--- config.mk ---
export PLATFORM = sky130hd
export DESIGN_NAME = sequence_generator
export DESIGN_NICKNAME = d
export VERILOG_FILES = /design/src/rtl/sequence_generator_pkg.sv /design/src/rtl/sequence_generator_piso_shift.sv /design/src/rtl/sequence_generator.sv
export SDC_FILE = /design/constraint.sdc
export NUM_CORES = 1
export LEC_CHECK = 0
export CAP_MARGIN = 20
export CORE_MARGIN = 4
export CORE_UTILIZATION = 41
export CTS_BUF_LIST = sky130_fd_sc_hd__clkbuf_4 sky130_fd_sc_hd__clkbuf_8
export CTS_CLUSTER_DIAMETER = 150
export DETAILED_ROUTE_END_ITERATION = 8
export PLACE_DENSITY_LB_ADDON = 0.1
export SYNTH_ARGS = -nofsm -noshare
export SYNTH_HDL_FRONTEND = slang
export SYNTH_SLANG_ARGS = --single-unit
--- constraint.sdc ---
create_clock -name clk -period 2.1 [get_ports clk]
set_clock_uncertainty 0.2 [all_clocks]
set_input_delay 0.42 -clock clk [delete_from_list [all_inputs] [get_ports clk]]
set_output_delay 0.42 -clock clk [all_outputs]
set_load 0.005 [all_outputs]
--- src/rtl/sequence_generator_pkg.sv ---
// Shared types and width helpers for the serial sequence generator.
package seq_gen_pkg;

  typedef enum logic [1:0] {
    S_IDLE  = 2'd0,
    S_SHIFT = 2'd1,
    S_PAR   = 2'd2,
    S_GAP   = 2'd3
  } state_t;

  localparam int GAP_CNT_W = 4;

  // Bit-counter width for a W-bit word; W >= 2, so $clog2 never yields 0.
  function automatic int cnt_w(input int w);
    return (w > 1) ? $clog2(w) : 1;
  endfunction

endpackage

--- src/rtl/sequence_generator_piso_shift.sv ---
// Parallel-in serial-out register: parallel load, MSB-first shift, shift enable.
module piso_shift #(
  parameter int W = 8
) (
  input  logic         clk,
  input  logic         rst_n,
  input  logic         load,
  input  logic [W-1:0] load_data,
  input  logic         shift_en,
  output logic         dout
);

  logic [W-1:0] sh_q, sh_d;

  always_comb begin
    sh_d = sh_q;
    if (load)          sh_d = load_data;
    else if (shift_en) sh_d = {sh_q[W-2:0], 1'b0};
  end

  always_ff @(posedge clk or negedge rst_n) begin
    if (!rst_n) sh_q <= '0;
    else        sh_q <= sh_d;
  end

  assign dout = sh_q[W-1];

endmodule

--- src/rtl/sequence_generator.sv ---
// Serial bit-pattern transmitter, MSB first, registered outputs.
// Optional feature: define PARITY_EN to append an even-parity bit after each word.
module sequence_generator
  import seq_gen_pkg::*;
#(
  parameter int W   = 8,
  parameter int GAP = 1
) (
  input  logic         clk,
  input  logic         rst_n,
  input  logic [W-1:0] load_data,
  input  logic         load_valid,
  output logic         load_ready,
  output logic         out,
  output logic         out_valid,
  output logic         done,
  output logic         busy
);

  localparam int CNT_W = cnt_w(W);

  state_t               state_q, state_d;
  logic [CNT_W-1:0]     bit_cnt_q, bit_cnt_d;
  logic [GAP_CNT_W-1:0] gap_cnt_q, gap_cnt_d;
  logic                 out_q, out_d;
  logic                 out_valid_q, out_valid_d;
  logic                 done_q, done_d;
  logic                 load_ready_q, load_ready_d;
  logic                 accept, shift_en, sh_bit;

  assign accept = load_valid && load_ready_q && (state_q == S_IDLE);

  // The MSB goes straight to out_q on acceptance, so the shifter holds the remaining bits.
  piso_shift #(.W(W)) u_piso (
    .clk       (clk),
    .rst_n     (rst_n),
    .load      (accept),
    .load_data ({load_data[W-2:0], 1'b0}),
    .shift_en  (shift_en),
    .dout      (sh_bit)
  );

`ifdef PARITY_EN
  logic par_q, par_d;
  always_comb par_d = accept ? ^load_data : par_q;
  always_ff @(posedge clk or negedge rst_n) begin
    if (!rst_n) par_q <= 1'b0;
    else        par_q <= par_d;
  end
`endif

  always_comb begin
    state_d      = state_q;
    bit_cnt_d    = bit_cnt_q;
    gap_cnt_d    = gap_cnt_q;
    out_d        = 1'b0;
    out_valid_d  = 1'b0;
    done_d       = 1'b0;
    load_ready_d = 1'b0;
    shift_en     = 1'b0;
    case (state_q)
      S_IDLE: begin
        if (accept) begin
          state_d     = S_SHIFT;
          bit_cnt_d   = CNT_W'(W - 1);
          out_d       = load_data[W-1];
          out_valid_d = 1'b1;
        end else begin
          load_ready_d = 1'b1;
        end
      end
      S_SHIFT: begin
        if (bit_cnt_q != '0) begin
          shift_en    = 1'b1;
          bit_cnt_d   = bit_cnt_q - 1'b1;
          out_d       = sh_bit;
          out_valid_d = 1'b1;
`ifndef PARITY_EN
          done_d      = (bit_cnt_q == CNT_W'(1));
`endif
        end else begin
`ifdef PARITY_EN
          state_d     = S_PAR;
          out_d       = par_q;
          out_valid_d = 1'b1;
          done_d      = 1'b1;
`else
          if (GAP == 0) begin
            state_d      = S_IDLE;
            load_ready_d = 1'b1;
          end else begin
            state_d   = S_GAP;
            gap_cnt_d = GAP_CNT_W'(GAP - 1);
          end
`endif
        end
      end
      S_PAR: begin
        if (GAP == 0) begin
          state_d      = S_IDLE;
          load_ready_d = 1'b1;
        end else begin
          state_d   = S_GAP;
          gap_cnt_d = GAP_CNT_W'(GAP - 1);
        end
      end
      S_GAP: begin
        if (gap_cnt_q == '0) begin
          state_d      = S_IDLE;
          load_ready_d = 1'b1;
        end else begin
          gap_cnt_d = gap_cnt_q - 1'b1;
        end
      end
      default: state_d = S_IDLE;
    endcase
  end

  always_ff @(posedge clk or negedge rst_n) begin
    if (!rst_n) begin
      state_q      <= S_IDLE;
      bit_cnt_q    <= '0;
      gap_cnt_q    <= '0;
      out_q        <= 1'b0;
      out_valid_q  <= 1'b0;
      done_q       <= 1'b0;
      load_ready_q <= 1'b0;
    end else begin
      state_q      <= state_d;
      bit_cnt_q    <= bit_cnt_d;
      gap_cnt_q    <= gap_cnt_d;
      out_q        <= out_d;
      out_valid_q  <= out_valid_d;
      done_q       <= done_d;
      load_ready_q <= load_ready_d;
    end
  end

  assign out        = out_q;
  assign out_valid  = out_valid_q;
  assign done       = done_q;
  assign load_ready = load_ready_q;
  assign busy       = (state_q != S_IDLE);

endmodule

==> reports/qor.csv <==
stage;metric;value;unit
status;status;finished clean;
detailed_routing;dr.pass1.iters;4;
detailed_routing;drc;0;
synthesis;synth_cell_types;34;
detailed_routing;wl_per_cell;14.72;µm
layout;antenna_cells;0;
synthesis;yosys_warnings;0;
run;cap_violations;0;
floorplan;num_rows;18;
layout;final_layout_size_suffix_gt1_share;15.71;%
timing;whs;0.2218;ns
worst_setup_path;end_kind;register;
timing;period_share;96.75;%
timing;fmax;0.4922;GHz
floorplan;initial_core_util;44.25;%
worst_setup_path;path_max_fanout;4;
detailed_routing;vias;952;
global_route;grt_max_degree;21;
synthesis;synth_common_cells;dfrtp_1, inv_1, ha_1, nand3_1, o21ai_0;
synthesis;seq_area_frac_synth;44.05;%
worst_setup_path;slowest_stage;or3b_4;
synthesis;syn_area;0.001136;mm²
clock_network;clkTransAtPathRegs;0.13;ns
layout;area_growth;26.87;%
power;leakage;0.6434;nW
floorplan;core_region_area;0.002567;mm²
timing;tns;0;ns
timing;slew_headroom;72.95;%
worst_setup_path;worstPathCellList;inv_1 -> ha_1 -> or3b_4 -> a221oi_4 -> mux2_4;
global_route;grt_overflow_total;0;
worst_setup_path;critPathKind;register to register;
detailed_routing;wirelength;2.502;mm
floorplan;die_x;60.64;µm
min_path;hp-class;primary input to asynchronous set/reset pin;
timing;rsz0062_at_grt;false;
global_route;grt_pass1_vias;902;
power;power_density;1267;mW/mm²
layout;num-nets-final;161;
clock_network;numCtsBuffers;3;
timing;finalSetupViolCount;0;
detailed_routing;ant_nets;0;
worst_setup_path;slowest_delay;0.42;ns
clock_network;clk_path_buf_depth;2;
floorplan;fp.dieArea;0.003677;mm²
timing;finalHoldViolCount;0;
place;portBuffers;15;
detailed_routing;drt_iter0_drc;34;
place;place_hpwl;1.823;mm
clock_network;cts_root_buffer;clkbuf_4;
floorplan;die_h;60.64;µm
layout;fin_util;56.14;%
synthesis;synth_top_area_share;44.05;%
clock_network;htreeDepth;1;
place;place_congestion;0.7760;
synthesis;yosys.cell_count.top_type;dfrtp_1;
synthesis;synth_area_per_cell;9.794;µm²
detailed_routing;via_per_inst;5.600;
worst_setup_path;critPathLaunchType;register;
global_route;grtUsageTotal;15.06;%
global_route;antenna_found_initial;0;
synthesis;synthesis.nets;136;
synthesis;synth_top_cells_by_area;dfrtp_1, ha_1, nand3_1;
timing;slew_viol_final;0;
synthesis;synth-edff-count;0;
layout;final_area;0.001441;mm²
synthesis;ys_seq_elements;20;
timing;worst_pin_slew;0.4057;ns
synthesis;synthCells;116;
synthesis;async_reset_ff_share;100.0;%
worst_setup_path;crit_required;2.12;ns
timing;layout_min_cycle_time;2.032;ns
worst_setup_path;worstPathArrival;2.05;ns
synthesis;synth_largest_area_cell;dfrtp_1;
clock_network;cts_tree;built;
floorplan;io_pins;16;
clock_network;cts_hold_buf;0;
place;place_area;0.001363;mm²
power;ir_drop;0.8405;mV
synthesis;ys.flop_type;dfrtp_1;
clock_network;insertion_delay;0.31;ns
global_route;grt_pass1_wl;4.091;mm
clock_network;cts.sinks;20;
## metrics by stage
stage	power, mW	std cells	setup slack, ns
2_1_floorplan	1.178	116	0.1861
3_3_place_gp	1.445	164	0.1475
3_5_place_dp	1.462	164	0.08337
4_1_cts	1.838	170	0.06592
5_1_grt	1.969	170	0.01046
6_report	1.826	170	0.06820
## final timing paths
check | cells after the start | endpoint | from | slack (ns)
worst max-delay path | 5 | state_q[1] | gap_cnt_q[0] | 0.07
worst min-delay path | 2 | gap_cnt_q[3] | rst_n | 0.22
worst max register to register | 5 | state_q[1] | gap_cnt_q[0] | 0.07
worst min register to register | 1 | u_piso.sh_q[1] | u_piso.sh_q[1] | 0.33
max in group asynchronous | 2 | u_piso.sh_q[5] | rst_n | 1.26
min in group clk | 1 | u_piso.sh_q[1] | u_piso.sh_q[1] | 0.33
## worst max-delay path, delay by kind of cell (launching register included)
kind                     cells  cell delay [ns]
AO/OA/AOI/OAI                1             0.28
flip-flops                   1             0.40
adder cells (fa/ha/maj)      1             0.20
AND/OR/NAND/NOR              1             0.42
buffers and inverters        1             0.12
multiplexers                 1             0.32
## area by class of cell
class,instances,area (µm²)
clock inverters,1,30.03
multi-input cells,78,578.1
repair buffers,25,224.0
flip-flops and latches,20,500.5
well taps,30,37.54
inverters,13,48.80
clock buffers,3,22.52
fillers,233,1126
## flip-flops by register name (all words and copies together), names as in the netlist
register / flops
bit_cnt_q: 3
done: 1
gap_cnt_q: 4
load_ready: 1
out: 1
out_valid: 1
state_q: 2
u_piso.sh_q: 7
## logic make-up after synthesis
family	after synthesis	synth area share, %
multiplexers	2	2.202
adder cells (fa/ha/maj)	9	9.912
AO/OA/AOI/OAI	35	22.58
buffers and inverters	18	6.167
flip-flops	20	44.05
AND/OR/NAND/NOR	32	15.09
## power by group
part / total, mW / leakage [nW] / internal [mW] / switching (mW)
Sequential: 0.573 / 0.259 / 0.500 / 0.0732
Combinational: 0.932 / 0.356 / 0.466 / 0.466
Clock: 0.321 / 0.0279 / 0.193 / 0.128
## routing by layer
metal  vias up  GRT usage, %  part of all wire, %
li1        466             -                    -
met1       457         19.34                   45
met2        27         25.19                   48
met3         2         4.468                  6.4
met4         0         3.096                 0.52
met5         -             0                    0
## what timing repair did
item                                   4_1_cts  5_1_grt
setup buffers                                2        0
gates resized for setup                      3        0
endpoints found under the hold margin        0        0
setup endpoints to repair                    1        0
## layout by cell type, fill, tap and decap left out, types with 4 or more instances in the layout
| cell | Yosys | final |
|---|---|---|
| o21ai_0 | 9 | 9 |
| nand3_1 | 9 | 9 |
| a31oi_1 | 6 | 6 |
| clkdlybuf4s50_1 | 0 | 14 |
| dfrtp_1 | 20 | 20 |
| a21oi_1 | 4 | 4 |
| nand2_1 | 5 | 5 |
| buf_4 | 0 | 10 |
| inv_1 | 12 | 12 |
| nor2_1 | 8 | 8 |
| ha_1 | 9 | 8 |
Note: power is estimated with default switching activity, not from simulation.
